==> src/rtl/pipe_ctrl_pkg.sv <==
// Shared definitions for the pipeline controller: stop/no-stop levels,
// stall vector encodings and arbiter state encodings.
package pipe_ctrl_pkg;

   localparam logic STOP   = 1'b1;
   localparam logic NOSTOP = 1'b0;

   // Stall vector: bit0 PC, bit1 IF/ID, bit2 ID/EX, bit3 EX/MEM, bit4 MEM/WB, bit5 WB
   localparam logic [5:0] STALL_NONE = 6'b000000;
   localparam logic [5:0] STALL_IF   = 6'b000011;
   localparam logic [5:0] STALL_ID   = 6'b000111;
   localparam logic [5:0] STALL_EX   = 6'b001111;
   localparam logic [5:0] STALL_MEM  = 6'b011111;

   // Shared memory port arbiter states
   typedef enum logic [1:0] {
      IDLE    = 2'd0,
      IF_ACC  = 2'd1,
      MEM_ACC = 2'd2
   } arb_state_e;

endpackage

==> src/rtl/pipe_ctrl_wdt.sv <==
// Access watchdog: counts consecutive cycles of one memory access and raises
// a sticky error when the count reaches WDT_LIMIT. Only built when
// PIPE_CTRL_WDT_EN is defined.
module pipe_ctrl_wdt #(
   parameter int WDT_LIMIT = 255
) (
   input  logic clk,
   input  logic rst,
   input  logic busy,
   output logic wdt_err
);

   logic [7:0] cnt_q;

   // Count busy cycles (saturating), clear when idle; latch error until reset
   always_ff @(posedge clk) begin
      if (!rst) begin
         cnt_q   <= 8'd0;
         wdt_err <= 1'b0;
      end else begin
         if (!busy)
            cnt_q <= 8'd0;
         else if (cnt_q != 8'hFF)
            cnt_q <= cnt_q + 8'd1;
         // The cycle being counted now is cycle cnt_q+1 of this access.
         if (busy && (({1'b0, cnt_q} + 9'd1) >= 9'(WDT_LIMIT)))
            wdt_err <= 1'b1;
      end
   end

endmodule

==> src/rtl/pipe_ctrl.sv <==
// Pipeline controller: arbitrates one shared memory port between IF and MEM,
// generates the stall vector and branch flush, and drops fetches that
// belong to a flushed path. Optional access watchdog under PIPE_CTRL_WDT_EN.
module pipe_ctrl
   import pipe_ctrl_pkg::*;
#(
   parameter int WDT_LIMIT = 255
) (
   input  logic       clk,
   input  logic       rst,
   input  logic       if_req,
   input  logic       mem_req,
   input  logic       mem_done,
   input  logic       id_stallreq,
   input  logic       ex_stallreq,
   input  logic       branch_flag,
   output logic [5:0] stall,
   output logic       flush,
   output logic       grant_if,
   output logic       grant_mem,
   output logic       if_discard,
   output logic       wdt_err
);

   arb_state_e state_q, state_d;
   logic       drop_q, drop_d;
   logic       if_done, mem_acc_done;

   assign if_done      = (state_q == IF_ACC)  && mem_done;
   assign mem_acc_done = (state_q == MEM_ACC) && mem_done;

   // Grants decode directly from the state register, so they are registered
   assign grant_if  = (state_q == IF_ACC);
   assign grant_mem = (state_q == MEM_ACC);

   // State and drop-flag registers with synchronous active-low reset
   always_ff @(posedge clk) begin
      // NOTE: non-blocking assignments keep every flop sampling pre-edge values.
      if (!rst) begin
         state_q <= IDLE;
         drop_q  <= 1'b0;
      end else begin
         state_q <= state_d;
         drop_q  <= drop_d;
      end
   end

   // Next state, stall priority chain, flush and fetch-discard decode
   always_comb begin
      // NOTE: every output gets a default first so no path can infer a latch.
      state_d    = state_q;
      drop_d     = 1'b0;
      stall      = STALL_NONE;
      flush      = 1'b0;
      if_discard = 1'b0;

      if (mem_req && !mem_acc_done)
         stall = STALL_MEM;
      else if (ex_stallreq)
         stall = STALL_EX;
      else if (id_stallreq)
         stall = STALL_ID;
      else if (if_req && !if_done)
         stall = STALL_IF;

      flush = branch_flag && (stall[3] == NOSTOP);

      unique case (state_q)
         IDLE: begin
            if (mem_req)
               state_d = MEM_ACC;
            else if (if_req)
               state_d = IF_ACC;
         end
         IF_ACC: begin
            if (mem_done) begin
               state_d    = IDLE;
               if_discard = drop_q || flush;
            end else begin
               drop_d = drop_q || flush;
            end
         end
         MEM_ACC: begin
            if (mem_done)
               state_d = IDLE;
         end
         default: state_d = IDLE;
      endcase

      // Reset overrides all combinational outputs regardless of inputs.
      if (!rst) begin
         stall      = STALL_NONE;
         flush      = 1'b0;
         if_discard = 1'b0;
      end
   end

`ifdef PIPE_CTRL_WDT_EN
   pipe_ctrl_wdt #(
      .WDT_LIMIT (WDT_LIMIT)
   ) u_wdt (
      .clk     (clk),
      .rst     (rst),
      .busy    (state_q != IDLE),
      .wdt_err (wdt_err)
   );
`else
   assign wdt_err = 1'b0;
`endif

endmodule

==> config.mk <==
export PLATFORM = sky130hd
export DESIGN_NAME = pipe_ctrl
export DESIGN_NICKNAME = d
export VERILOG_FILES = /design/src/rtl/pipe_ctrl_pkg.sv /design/src/rtl/pipe_ctrl_wdt.sv /design/src/rtl/pipe_ctrl.sv
export SDC_FILE = /design/constraint.sdc
export NUM_CORES = 1
export LEC_CHECK = 0
export BUFFER_PORTS_ARGS = -buffer_cell sky130_fd_sc_hd__buf_2
export CORE_AREA = 2 2 39 41
export CTS_BUF_LIST = sky130_fd_sc_hd__clkbuf_4
export CTS_CLUSTER_SIZE = 28
export DETAILED_ROUTE_END_ITERATION = 10
export DIE_AREA = 0 0 41 43
export GPL_TIMING_DRIVEN = 0
export HOLD_SLACK_MARGIN = 0.1
export SYNTH_ARGS = -nofsm -noshare
export SYNTH_HDL_FRONTEND = slang
export SYNTH_HIERARCHICAL = 1
export SYNTH_SLANG_ARGS = --single-unit
==> constraint.sdc <==
create_clock -name clk -period 1.6 [get_ports clk]
set_input_delay 0.08 -clock clk [delete_from_list [all_inputs] [get_ports clk]]
set_output_delay 0.08 -clock clk [all_outputs]
set_load 0.01 [all_outputs]
==> flow_summary.json, run 1 <==
{
  "place_inst": 68,
  "synth_xor_area_frac": 0,
  "synth_top_cell_by_area": "dfxtp_1",
  "layout.nets": 70,
  "synth_top_family_by_area": "compound AO/OA/AOI/OAI gates",
  "crit_type": "flop to output port",
  "design_area_um2": 480,
  "cts_inserted_buffers": 3,
  "rrSetupSlack_ns": 0.16,
  "hold_path.class": "input pin to flop",
  "vias": 319,
  "synthCells": 35,
  "wire_per_inst_um": 9.50,
  "synth_adder_area_share": 0.129,
  "power.density_mw_per_mm2": 746,
  "antenna_found_initial": 0,
  "diodes": 0,
  "async_flop_share": 0,
  "cts_tree": "yes",
  "initial_utilization": 0.211,
  "ctsRootBufferMaster": "clkbuf_4",
  "hold_viol_final": 0,
  "drv_cap": 0,
  "ios": 19,
  "cts_sinks": 3,
  "syn2layout_area_growth_pct": 64.8,
  "synth_top_flop_cell": "dfxtp_1",
  "grt_max_degree": 9,
  "ant_nets": 0,
  "routed_wl_um": 703,
  "yosys.area_share.simple": 0.258,
  "yosysTopAreaCellShare": 0.206,
  "ir_drop_v": 0.000330,
  "dpl-instance-area_um2": 395,
  "finalCritPeriodShare": 0.940,
  "synthMostInstantiatedCell": "nor2b_1",
  "grt_setup_unrepaired": "false",
  "cts.htree.levels": 1,
  "drcViolationCount": 0,
  "grt_usage": 0.0902,
  "cts.clk_slew.worst_paths_ns": 0.03,
  "drtIter0Drc": 1,
  "fp.coreArea_mm2": 0.00138,
  "synth_enable_flop_cells": 0,
  "fin_worst_skew_ns": 0.000800,
  "status": "completed",
  "crit_path_start_kind": "flop",
  "grt_pass1_wl_um": 993,
  "slowest_delay_ns": 0.43,
  "multi_input_area_um2": 231,
  "die_width_um": 41,
  "cts_hold_repair.buffers": 0,
  "fmax_mhz": 665,
  "ys_seq_area_frac": 0.206,
  "fillers": 159,
  "cts_buffer_depth": 2,
  "yosysWarnings": 6,
  "final.setup.tns_ns": 0,
  "slew_viol_final": 0,
  "post-route-util": 0.347,
  "hpwl_um": 543,
  "num_rows": 14,
  "period_minus_slack_ns": 1.50,
  "finalWeightedCongestion": 0.773,
  "path_cells": "inv_4 -> ha_4 -> a21boi_4 -> o41a_1 -> buf_2",
  "viasPerCell": 4.31,
  "grt.overflow.total": 0,
  "synthDistinctLibCells": 22,
  "port_buffers": 16,
  "syn_avg_cell_area_um2": 8.33,
  "finalPower_mw": 0.358,
  "firstDrtPassIters": 2,
  "synth.area.top_cells": "dfxtp_1, ha_1, nor2b_1, buf_4, a21boi_0",
  "synth_compound_area_frac": 0.292,
  "setup_viol": 0,
  "drive_gt1_frac": 0.638,
  "fp.dieH_um": 43,
  "worstSetupEndpointType": "output port",
  "ys_ff_latch": 3,
  "synth_mux_area_frac": 0,
  "instances_no_fill": 74,
  "insertion_delay_ns": 0.23,
  "ff_latch_area_um2": 65.1,
  "critPathRequiredTime_ns": 1.52,
  "cp_max_fo": 4,
  "grt_pass1_vias": 251,
  "dieArea_mm2": 0.00176,
  "netlist_area_um2": 292,
  "crit_path_top_delay_cell": "o41a_1",
  "yosys-top-cells-count": "nor2b_1, buf_4, dfxtp_1, ha_1",
  "p_leak_nw": 0.227,
  "cp.arrival_ns": 1.42
}
-- through the flow --
stage                     hold slack [ns]  setup slack (ns)
after floorplan                     0.159             0.230
after global placement              0.352             0.183
after detailed placement            0.356             0.174
after CTS                           0.111           0.00451
after global routing                0.145            0.0404
final                               0.126            0.0968
-- logic make-up (layout without fill, tap and decap cells) --
family	after synthesis	count (layout)
adders and majority gates	3	3
buffers and inverters	5	27
other	1	2
DFF	3	3
AOI/OAI and AO/OA	11	11
and+or+nand+nor	12	12
-- layer usage --
metal | vias to the layer above | wire length, um | global-route usage | part of all wire
met5 | - | 0 | 0 | 0
met4 | 0 | 0 | 0.0600 | 0
met3 | 0 | 75 | 0.0628 | 0.11
met2 | 16 | 334 | 0.122 | 0.48
met1 | 140 | 292 | 0.0958 | 0.42
li1 | 163 | - | - | -
-- final cells by class --
class | count | share of cell area
plain buffers | 2 | 0.0312
flip-flops and latches | 3 | 0.135
multi-input cells | 28 | 0.482
clock buffers | 4 | 0.0625
well taps | 16 | 0.0417
repair buffers | 19 | 0.227
inverters | 2 | 0.0208
-- worst max-delay path: cells and delay by family, from the launching register on --
kind | cells | cell delay [ns]
AOI/OAI and AO/OA | 2 | 0.49
adders and majority gates | 1 | 0.14
DFF | 1 | 0.35
buffers and inverters | 2 | 0.21
-- state kept, by name, indices dropped and copies added, names as in the netlist --
signal,flops
drop_q,1
state_q,2
-- layout by cell type (no fill, tap or decap), types with 2 or more instances in the layout --
| master | n |
|---|---|
| nor2b_1 | 4 |
| buf_4 | 5 |
| o21ai_0 | 2 |
| clkbuf_4 | 4 |
| a21boi_0 | 2 |
| conb_1 | 2 |
| buf_2 | 15 |
-- power breakdown --
part	total, mW	switching [mW]	internal [mW]
logic	0.122	0.0569	0.0647
clock network	0.147	0.0370	0.110
registers	0.0894	0.00778	0.0816
total	0.358	0.102	0.257
-- final timing paths --
path / startpoint / endpoint / depth (start not counted)
worst min-delay path: if_req / state_q[0]$_SDFFE_PN0P_ / 3
worst max register to register: state_q[0]$_SDFFE_PN0P_ / state_q[0]$_SDFFE_PN0P_ / 7
worst min register to register: state_q[1]$_SDFFE_PN0P_ / state_q[1]$_SDFFE_PN0P_ / 2
worst max-delay path: state_q[0]$_SDFFE_PN0P_ / stall[0] / 5
-- what timing repair did --
action                                  CTS  global route
gates resized for setup                   5             7
buffers inserted                          2             1
pin swaps                                 0             2
endpoints found under the setup margin    2             2
Power figures use the tool's default switching activity.
==> run 2, diff against run 1 <==
--- a/config.mk
+++ b/config.mk
@@ -7,7 +7,7 @@
 export LEC_CHECK = 0
 export BUFFER_PORTS_ARGS = -buffer_cell sky130_fd_sc_hd__buf_2
 export CORE_AREA = 2 2 39 41
-export CTS_BUF_LIST = sky130_fd_sc_hd__clkbuf_4
+export CTS_BUF_LIST = sky130_fd_sc_hd__clkbuf_2
 export CTS_CLUSTER_SIZE = 28
 export DETAILED_ROUTE_END_ITERATION = 10
 export DIE_AREA = 0 0 41 43
==> run 2 against run 1 <==
Effect of this change:
- sequential share of layout area up 0.78 points
- register-to-register slack better by 0.22 ns
- die area unchanged
- flip-flop and latch count unchanged
- global-route usage down 1.4 points
- worst hold slack better by 0.020 ns
- non-clock buffer count down 2
- setup slack worse by 0.035 ns
- sequential power down 0.9%
==> flow_summary.json, run 2 (synthesis gave the netlist of run 1 again) <==
{
  "crit_type": "flop to output port",
  "grt_use_met3": 0.0314,
  "cts_buffer_depth": 2,
  "setup_viol": 0,
  "fin_worst_skew_ns": 0.00164,
  "grt_usage": 0.0762,
  "routed_wl_um": 680,
  "cts.clk_slew.worst_paths_ns": 0.04,
  "finalWeightedCongestion": 0.773,
  "grt_setup_unrepaired": "false",
  "place_inst": 68,
  "whs_ns": 0.146,
  "insertion_delay_ns": 0.20,
  "drcViolationCount": 0,
  "grt_use_met1": 0.0831,
  "largest_reg_flops": 2,
  "cp.arrival_ns": 1.46,
  "cts_tree": "yes",
  "hold_viol_final": 0,
  "drtIter0Drc": 0,
  "grt_max_degree": 9,
  "combinationalPowerShare": 0.362,
  "top_register": "state_q",
  "antenna_found_initial": 0,
  "status": "completed",
  "slew_viol_final": 0,
  "hpwl_um": 543,
  "grtUsageMet2": 0.119,
  "pwr-share-seq": 0.296,
  "fp.dieH_um": 43,
  "final_cell_mix": "buf_2, nor2b_1, clkbuf_2",
  "fp.coreArea_mm2": 0.00138,
  "dieArea_mm2": 0.00176,
  "viasPerCell": 4.40,
  "power.density_mw_per_mm2": 685,
  "drv_cap": 0,
  "reg_top3": "state_q (2), drop_q (1)",
  "grt_pass1_wl_um": 931,
  "fmax_mhz": 650,
  "p_clk_frac": 0.342,
  "ios": 19,
  "min_path_cells": 2,
  "diodes": 0,
  "reg2reg_depth": 5,
  "hold_path.class": "input pin to flop",
  "p_leak_nw": 0.208,
  "vias": 317,
  "instances_no_fill": 72,
  "intPower_mw": 0.202,
  "ant_nets": 0,
  "cts_sinks": 3,
  "die_width_um": 41,
  "crit_start": "state_q[0]$_SDFFE_PN0P_",
  "port_buffers": 16,
  "crit_path_start_kind": "flop",
  "netSwitchingFraction": 0.323,
  "finalCritPeriodShare": 0.962,
  "period_minus_slack_ns": 1.54,
  "critPathRequiredTime_ns": 1.52,
  "worstSetupEndpointType": "output port",
  "firstDrtPassIters": 1,
  "syn2layout_area_growth_pct": 49.8,
  "wire_per_inst_um": 9.44,
  "final_common_cell": "buf_2",
  "initial_utilization": 0.211,
  "ir_drop_v": 0.000296,
  "cts.htree.levels": 1,
  "ctsRootBufferMaster": "clkbuf_2",
  "switching_power_mw": 0.0967,
  "dpl_worst_slack_ns": 0.174,
  "worstHoldStart": "mem_done",
  "num_rows": 14,
  "grt_pass1_vias": 257,
  "drive_gt1_frac": 0.625,
  "busiest_layer": "met2",
  "layout.nets": 68,
  "cts_inserted_buffers": 3,
  "grt.overflow.total": 0,
  "cp_max_fo": 4,
  "final.setup.tns_ns": 0,
  "r2r_start": "state_q[0]$_SDFFE_PN0P_",
  "setup_ws_ns": 0.0613
}
-- run 2: repair_timing --
item | 4_1_cts | 5_1_grt
endpoints found under the setup margin | 2 | 2
hold buffers | 0 | 0
resized for setup | 3 | 5
buffers inserted | 0 | 0
-- run 2: worst max-delay path, stage by stage (launching register included) --
cell and delay [ns]:
dfxtp_2 0.33, inv_2 0.08, ha_4 0.14, a21boi_2 0.07, o41a_1 0.38, buf_4 0.13
buf_2 0.13
-- run 2: per-stage QoR --
step,power [mW],util,area [um2]
floorplan,0.153,-,295
global placement,0.187,0.286,395
detailed placement,0.190,0.286,395
CTS,0.302,0.309,428
global route,0.323,0.316,437
finish,0.299,0.316,437
-- run 2: cell type report --
| cell class | count | area [um2] |
|---|---|---|
| tap | 16 | 20.0 |
| sequential | 3 | 62.6 |
| clock buffer | 4 | 20.0 |
| buffer | 3 | 22.5 |
| timing repair buffer | 16 | 80.1 |
| inverter | 2 | 7.51 |
| multi-input combinational | 28 | 224 |
| fill | 159 | 947 |
-- run 2: final timing paths --
kind / end / slack [ns]
max: stall[1] / 0.06
min: drop_q$_SDFF_PP0_ / 0.15
max reg2reg: state_q[1]$_SDFFE_PN0P_ / 0.38
min reg2reg: state_q[0]$_SDFFE_PN0P_ / 0.51
-- run 2: metal layers --
| metal | vias to the layer above | wire [um] |
|---|---|---|
| li1 | 160 | - |
| met1 | 142 | 308 |
| met2 | 15 | 303 |
| met3 | 0 | 68 |
| met4 | 0 | 0 |
| met5 | - | 0 |
-- run 2: power by group through the flow --
| stage | sequential [mW] | combinational [mW] | clock (mW) |
|---|---|---|---|
| floorplan | 0.0849 | 0.0681 | 0 |
| detailed placement | 0.0865 | 0.103 | 0 |
| global route | 0.0896 | 0.121 | 0.112 |
| CTS | 0.0868 | 0.108 | 0.108 |
| global placement | 0.0864 | 0.101 | 0 |
| finish | 0.0886 | 0.108 | 0.102 |
